[src/rtl/pixmem_arbiter.sv]
// Single-port sprite RAM arbiter: display reads always win, then the clear engine, then edits.
// Edit toggles are read-modify-write; edit_ack is held off until the requester drops edit_req.
module pixmem_arbiter #(
  parameter int                 DATA_W    = 1,
  parameter logic [DATA_W-1:0]  CLEAR_VAL = '0
) (
  input  logic              vgaclk,
  input  logic              reset,
  input  logic              disp_req,
  input  logic [7:0]        disp_addr,
  output logic              disp_valid,
  output logic [DATA_W-1:0] disp_data,
  input  logic              edit_req,
  input  logic              edit_toggle,
  input  logic [7:0]        edit_addr,
  input  logic [DATA_W-1:0] edit_wdata,
  output logic              edit_ack,
  input  logic              clear_start,
  output logic              clear_busy,
  output logic              clear_done,
  output logic [7:0]        mem_addr,
  output logic              mem_we,
  output logic [DATA_W-1:0] mem_wdata,
  input  logic [DATA_W-1:0] mem_rdata
);

  typedef enum logic [2:0] {
    S_IDLE, S_CLEAR, S_TOG_CAP, S_TOG_WR, S_ACK_HOLD
  } state_t;

  state_t            state_q, state_d;
  logic [7:0]        cnt_q, cnt_d;
  logic [DATA_W-1:0] tog_q, tog_d;
  logic              disp_valid_q;
  logic              edit_ack_q, edit_ack_d;
  logic              clear_busy_q;
  logic              clear_done_q, clear_done_d;

  always_ff @(posedge vgaclk) begin
    if (reset) begin
      state_q      <= S_IDLE;
      cnt_q        <= '0;
      tog_q        <= '0;
      disp_valid_q <= 1'b0;
      edit_ack_q   <= 1'b0;
      clear_busy_q <= 1'b0;
      clear_done_q <= 1'b0;
    end else begin
      state_q      <= state_d;
      cnt_q        <= cnt_d;
      tog_q        <= tog_d;
      disp_valid_q <= disp_req;
      edit_ack_q   <= edit_ack_d;
      clear_busy_q <= (state_d == S_CLEAR);
      clear_done_q <= clear_done_d;
    end
  end

  always_comb begin
    state_d      = state_q;
    cnt_d        = cnt_q;
    tog_d        = tog_q;
    edit_ack_d   = 1'b0;
    clear_done_d = 1'b0;
    case (state_q)
      S_IDLE: begin
        if (clear_start) begin
          state_d = S_CLEAR;
          cnt_d   = '0;
        end else if (edit_req && !disp_req) begin
          if (edit_toggle) begin
            state_d = S_TOG_CAP;
          end else begin
            state_d    = S_ACK_HOLD;
            edit_ack_d = 1'b1;
          end
        end
      end
      S_CLEAR: begin
        if (!disp_req) begin
          cnt_d = cnt_q + 8'd1;
          if (cnt_q == 8'hFF) begin
            state_d      = S_IDLE;
            clear_done_d = 1'b1;
          end
        end
      end
      // mem_rdata here belongs to the edit read issued from IDLE.
      S_TOG_CAP: begin
        tog_d   = mem_rdata;
        state_d = S_TOG_WR;
      end
      S_TOG_WR: begin
        if (!disp_req) begin
          state_d    = S_ACK_HOLD;
          edit_ack_d = 1'b1;
        end
      end
      S_ACK_HOLD: begin
        if (!edit_req) state_d = S_IDLE;
      end
      default: state_d = S_IDLE;
    endcase
  end

  always_comb begin
    mem_addr  = '0;
    mem_we    = 1'b0;
    mem_wdata = '0;
    if (disp_req) begin
      mem_addr = disp_addr;
    end else begin
      case (state_q)
        S_IDLE: begin
          if (!clear_start && edit_req) begin
            mem_addr  = edit_addr;
            mem_we    = !edit_toggle;
            mem_wdata = edit_wdata;
          end
        end
        S_CLEAR: begin
          mem_addr  = cnt_q;
          mem_we    = 1'b1;
          mem_wdata = CLEAR_VAL;
        end
        S_TOG_WR: begin
          mem_addr  = edit_addr;
          mem_we    = 1'b1;
          mem_wdata = ~tog_q;
        end
        default: ;
      endcase
    end
  end

  // The RAM output register acts as the display data register.
  assign disp_valid = disp_valid_q;
  assign disp_data  = disp_valid_q ? mem_rdata : '0;
  assign edit_ack   = edit_ack_q;
  assign clear_busy = clear_busy_q;
  assign clear_done = clear_done_q;

endmodule

[config.mk]
export PLATFORM = sky130hd
export DESIGN_NAME = pixmem_arbiter
export DESIGN_NICKNAME = d
export VERILOG_FILES = /design/src/rtl/pixmem_arbiter.sv
export SDC_FILE = /design/constraint.sdc
export NUM_CORES = 1
export LEC_CHECK = 0
export CAP_MARGIN = 15
export CORE_UTILIZATION = 42
export CTS_CLUSTER_SIZE = 16
export DETAILED_ROUTE_END_ITERATION = 10
export PLACE_DENSITY_LB_ADDON = 0.12
export SLEW_MARGIN = 20
export SYNTH_ARGS = -nofsm -noshare
export SYNTH_HDL_FRONTEND = slang
export SYNTH_SLANG_ARGS = --single-unit
export TNS_END_PERCENT = 100
[constraint.sdc]
create_clock -name vgaclk -period 3.4 [get_ports vgaclk]
set_clock_uncertainty 0.05 [all_clocks]
set_input_delay 1.02 -clock vgaclk [delete_from_list [all_inputs] [get_ports vgaclk]]
set_output_delay 1.02 -clock vgaclk [all_outputs]
set_load 0.03 [all_outputs]
# Word-level counts from Yosys, hierarchy flattened
# Index checks and enable logic that the tools add are counted.
[classes] add_sub_neg=1 eq_ne=8 n_mux=27 bitwise_logic=2 reduce_logical=10
[op_table] operator="two-way mux 8 bit" n=4
[op_table] operator="one-hot mux 8 bit (3 select lines)" n=1
[op_table] operator="two-way mux 3 bit" n=7
[op_table] operator="one-hot mux 8 bit (2 select lines)" n=1
[op_table] operator="one-hot mux 3 bit (5 select lines)" n=1
[op_table] operator="two-way mux 1 bit" n=10
[op_table] operator="adder 8 x 1 -> 8 bit (second input constant)" n=1
[op_table] operator="== test 8 bit (second input constant)" n=1
[op_table] operator="== test 3 x 1 -> 1 bit (second input constant)" n=2
[op_table] operator="== test 3 x 2 -> 1 bit (second input constant)" n=2
[op_table] operator="one-hot mux 1 bit (2 select lines)" n=3
[op_table] operator="inequality test 2 bit (second input constant)" n=2
[op_table] operator="== test 3 bit (second input constant)" n=1
[op_table] operator="logical NOT 1 bit" n=3
[op_table] operator="logical NOT 3 bit" n=1
[op_table] operator="AND reduction 3 bit" n=1
[op_table] operator="OR reduction 3 bit" n=1
[op_table] operator="logical AND 1 bit" n=2
[op_table] operator="inverter 1 bit" n=2
[op_table] operator="nonzero test 2 bit" n=1
[op_table] operator="OR reduction 2 bit" n=1
[totals] regBits=16 inputBits=24 output_inout_bits=15 wordCells=55

# Logic depth before layout (Yosys ltp)
[depth] depth_word=6 depth_mapped=5

# Worst setup path after synthesis
# Ideal clock, no wire load.
[synth_path] kind="input to output" startpoint="input clear_start" endpoint="output mem_addr[0]" arrival_ps=2153 required_time_ps=2330 setup_slack_ps=177 stages=4 path_cell_list="or4b_1 > a21boi_2 > a222oi_1 > inv_1"
[synth_via] elab_chain_len=5
[synth_rtl] item="from (decl)" line_no="18" source="input logic clear_start,"
[synth_rtl] item="logical NOT 1 bit" line_no="115" source="if (!clear_start && edit_req) begin"
[synth_rtl] item="logical AND 1 bit" line_no="115"
[synth_rtl] item="two-way mux 8 bit" line_no="115"
[synth_rtl] item="one-hot mux 8 bit (3 select lines)" line_no="113" source="case (state_q)"
[synth_rtl] item="two-way mux 8 bit" line_no="110" source="if (disp_req) begin"
[synth_rtl] item="to (decl)" line_no="21" source="output logic [7:0] mem_addr,"
# Every way passes these cells.

# Worst setup path after layout
[layout_path] startpoint="input edit_req" endpoint="output mem_addr[0]"
[layout_via] elab_chain_len=4
[layout_rtl] item="from (decl)" line_no="13" source="input logic edit_req,"
[layout_rtl] item="logical AND 1 bit" line_no="115"
[layout_rtl] item="two-way mux 8 bit" line_no="115"
[layout_rtl] item="one-hot mux 8 bit (3 select lines)" line_no="113"
[layout_rtl] item="two-way mux 8 bit" line_no="110"
# Every way passes these cells.

==> run summary <==
The proportion of layout cells with a drive suffix above 1 is 0.1813. In this run the critical register-to-register path is captured at cnt_q[2]$_SDFFE_PP0P_. The highest cell delay on the worst timing path is around 480 ps. The type of origin of the critical path is a primary input. TritonCTS built the clock tree. The count of clock tree sinks came out at 16.

The number of hold buffers added after CTS was 0. The total number of vias came out at approximately 1.1k. The via count of the first global-routing pass is 946.

STA puts the critical path data arrival time at around 2200 ps. The time the worst path needs with I/O delays and setup came out at 3305 ps. After clock tree synthesis, the clock-pin slew on the worst setup and hold paths is 100 ps. The most used flip-flop cell after synthesis is sky130_fd_sc_hd__dfxtp_1. After synthesis, the cell types taking the most area are sky130_fd_sc_hd__dfxtp_1 (34%), sky130_fd_sc_hd__a222oi_1 (8.4%), sky130_fd_sc_hd__nor2_1 (6.7%), sky130_fd_sc_hd__xor2_1 (5.5%), sky130_fd_sc_hd__inv_1 (4.3%). The residual overflow from global routing came out at 0. The total CTS buffers is 3. The flow ran to the end, and the final reports show no timing, DRC or antenna violations. The top-level I/O count came out at 39. Relative to the synthesized area, the layout overhead comes to 49.02%. The cell area after layout came out at roughly 0.0014 sq mm.

The number of synthesis warnings is 0. The actual transition at the worst max-transition pin is between 500 and 600 ps. In the post-synthesis netlist, the cell with the most instances is sky130_fd_sc_hd__nor2_1. The floorplan die width is ~50 microns.

The number of violations reported at the end of detailed-routing iteration 0 is between 50 and 60. Across the VDD grid, the largest voltage drop is approximately 0.23 mV. The number of max-cap violations came out at 0.

The initial antenna violation count is 0. Counting flops and latches in the post-synthesis netlist gives 16. The async set or reset register ratio after synthesis came out at 0. Using the TritonRoute via totals, the vias-per-cell ratio works out to between 5 and 6. The relative slew slack came out at 0.6389. Grouping stages by cell kind, the critical path spends the most delay in buffers and inverters. The flop-to-flop setup slack came out at between 1500 and 2000 ps.

The worst setup path is captured at a primary output. Entering global routing, the biggest net connects 15 pins. The total count of max-transition violations in the final report came out at 0.

The overall die height is approximately 50 microns. Summed over all failing endpoints, the final setup total negative slack is 0 ps. In this run the worst setup path terminates at mem_addr[0]. The largest fanout on the critical path is 8.

For the worst-skew pair, the clock arrives at the later sink with an insertion delay of approximately 280 ps. The critical path is of the in -> out type. The worst setup slack before clock tree synthesis is -390.7 ps. The launching point of the worst reg2reg path is state_q[0]$_SDFF_PP0_. The first global-routing pass estimated about 4300 microns of wire. The repair_antennas step left the layout with diodes totalling 0.

The largest buffer count on any clock path is 2. The number of buffers and inverters on the critical path is 4. Setup repair after global routing left no endpoint under its margin. Tracing the worst setup path back leads to its startpoint at edit_req. For this design the ratio of total power to cell area is approximately 340 mW/mm^2. The tree is rooted in a sky130_fd_sc_hd__clkbuf_4. The sequential element share of the synthesized area is 0.3355.

The path depth of the worst reg2reg path came out at 4. The total number of cells along the worst setup path is 7. The overall routing resource usage came out at 0.2204.

The first detailed-routing pass took 6 iterations. The post-layout worst setup margin is 95.13 ps. The number of design rule violations left after detail routing is 0. The master of the slowest instance on the critical path is sky130_fd_sc_hd__or4b_4. The synthesized design contains 0 enable-type register cells. The gate count of the mapped netlist is about 120. The share of synthesized area in the top cell type comes to 0.3355. The tightest min-delay check is of the reg -> reg type.

The average cell area after synthesis came out at between 8 and 9 sq um. The largest total area in the synthesized netlist belongs to sky130_fd_sc_hd__dfxtp_1. In this run the tool buffered the top-level ports with 38 buffer cells.

The routed wirelength normalized by instance count is roughly 14 microns. The antenna violation net count after detailed routing came out at 0. The total area inside the core boundary comes to 0.002042 sq mm.

Based on the critical path, the design can be clocked at up to between 0.3 and 0.4 GHz. The netlist area before placement came out at around 950 sq um. Of the available clock period, the critical path in the final layout requires 0.9720. The total cell area at the placement stage is ~0.0014 sq mm.

The die footprint came out at 0.002468 sq mm. The number of setup violations in the final report came out at 0. For this block, the routed nets add up to approximately 2700 microns of wire.

The number of nets in the synthesized netlist is ~140. The final core utilization is 0.6967. The initial standard-cell utilization of the core is 0.4675.

Data on the critical path is required at its endpoint by around 2300 ps. The number of failing hold endpoints at the final stage is 0. The maximum level of the CTS H-tree came out at 1. Walking the worst path, the cells encountered are buf_2 -> or4b_4 -> a21boi_2 -> buf_6 -> a222oi_1 -> inv_1 -> buf_6. After legalization and detailed placement, the total HPWL measured roughly 2000 microns.

In this run, distinct cell masters in the synthesized netlist total 39. The commonest cells after synthesis are sky130_fd_sc_hd__nor2_1 (17), sky130_fd_sc_hd__dfxtp_1 (16), sky130_fd_sc_hd__inv_1 (11). The routability congestion estimate from global placement came out at approximately 0.86. The final net count came out at roughly 190. The cell that appears most often on the critical path is sky130_fd_sc_hd__buf_6. In this run the core area contains 16 standard-cell rows.

The leakage power summed over all cells is between 0.6 and 0.7 nW.
==> placed cells by master (no fill, tap or decap), drive strengths merged, types with 3 or more instances in the layout <==
| master | n |
|---|---|
| nand2b | 5 |
| a222oi | 8 |
| inv | 11 |
| nor3 | 3 |
| nor2 | 17 |
| buf | 20 |
| a21oi | 5 |
| clkbuf | 4 |
| xor2 | 6 |
| dfxtp | 16 |
| and3 | 3 |
| clkdlybuf4s50 | 24 |
| o211ai | 3 |
| o21ai | 5 |
==> worst register-to-register path: stages (launching register included) <==
cell and delay (ps):
sky130_fd_sc_hd__dfxtp_1 450, sky130_fd_sc_hd__and2b_1 390, sky130_fd_sc_hd__o21ai_1 170, sky130_fd_sc_hd__or4_1 490, sky130_fd_sc_hd__a21oi_1 160
==> state kept, by name, indices dropped and copies added (netlist names) <==
name	count
clear_busy	1
clear_done	1
edit_ack	1
cnt_q	8
state_q	3
tog_q	1
disp_valid	1
==> metal layers <==
| metal | GRT usage | routed length, microns | up-vias |
|---|---|---|---|
| met5 | 0 | 0 | - |
| li1 | - | - | 520 |
| met3 | 0.02469 | 176 | 2 |
| met1 | 0.3008 | 1123 | 492 |
| met2 | 0.3649 | 1336 | 47 |
| met4 | 0.05714 | 14 | 0 |
==> report_power, final <==
group	switching [W]	internal (W)
Clock	0.0000608	0.0000650
Combinational	0.0000754	0.0000757
Sequential	0.0000123	0.000195
==> metrics by stage <==
stage / hold slack, ps / instances / total power [W]
2_1_floorplan: 403.9 / 117 / 0.0002918
3_3_place_gp: 413.5 / 183 / 0.0003547
3_5_place_dp: 430.5 / 183 / 0.0003571
6_report: 441.4 / 187 / 0.0004842
5_1_grt: 495.1 / 187 / 0.0005070
4_1_cts: 444.8 / 187 / 0.0004858
==> cell type report <==
cell class / instances / area (sq um)
multi-input cells: 84 / 574.3
well taps: 27 / 33.78
repair buffers: 45 / 416.7
fillers: 193 / 619.3
clock buffers: 4 / 36.28
flip-flops and latches: 16 / 320.3
inverters: 11 / 41.29
==> what timing repair did <==
action                                  in CTS  in global routing
gates cloned                                 0                  0
setup buffers                                0                  0
gates resized for setup                     15                  2
pin swaps                                    4                  3
endpoints found under the setup margin       8                  8
==> how the worst min path moves through the flow <==
stage	endpoint	slack, ps	cells past startpoint	start
after floorplan	tog_q$_SDFFE_PP0P_	400	2	tog_q$_SDFFE_PP0P_
after global placement	tog_q$_SDFFE_PP0P_	410	2	tog_q$_SDFFE_PP0P_
after detailed placement	tog_q$_SDFFE_PP0P_	430	2	tog_q$_SDFFE_PP0P_
after CTS	tog_q$_SDFFE_PP0P_	440	2	tog_q$_SDFFE_PP0P_
after global routing	tog_q$_SDFFE_PP0P_	500	2	tog_q$_SDFFE_PP0P_
final	tog_q$_SDFFE_PP0P_	440	2	tog_q$_SDFFE_PP0P_
==> cells by family (layout without fill, tap and decap cells) <==
kind of cell               Yosys count  count (layout)  share of synthesized area
AOI/OAI and AO/OA                   30              30                     0.2372
xor gates and xnor gates             6               6                    0.05505
adders and majority gates            1               1                    0.01310
buffers and inverters               17              60                    0.07208
DFF                                 16              16                     0.3355
muxes                                1               1                    0.01049
and+or+nand+nor                     46              46                     0.2766
(Power assumes the default switching activity.)
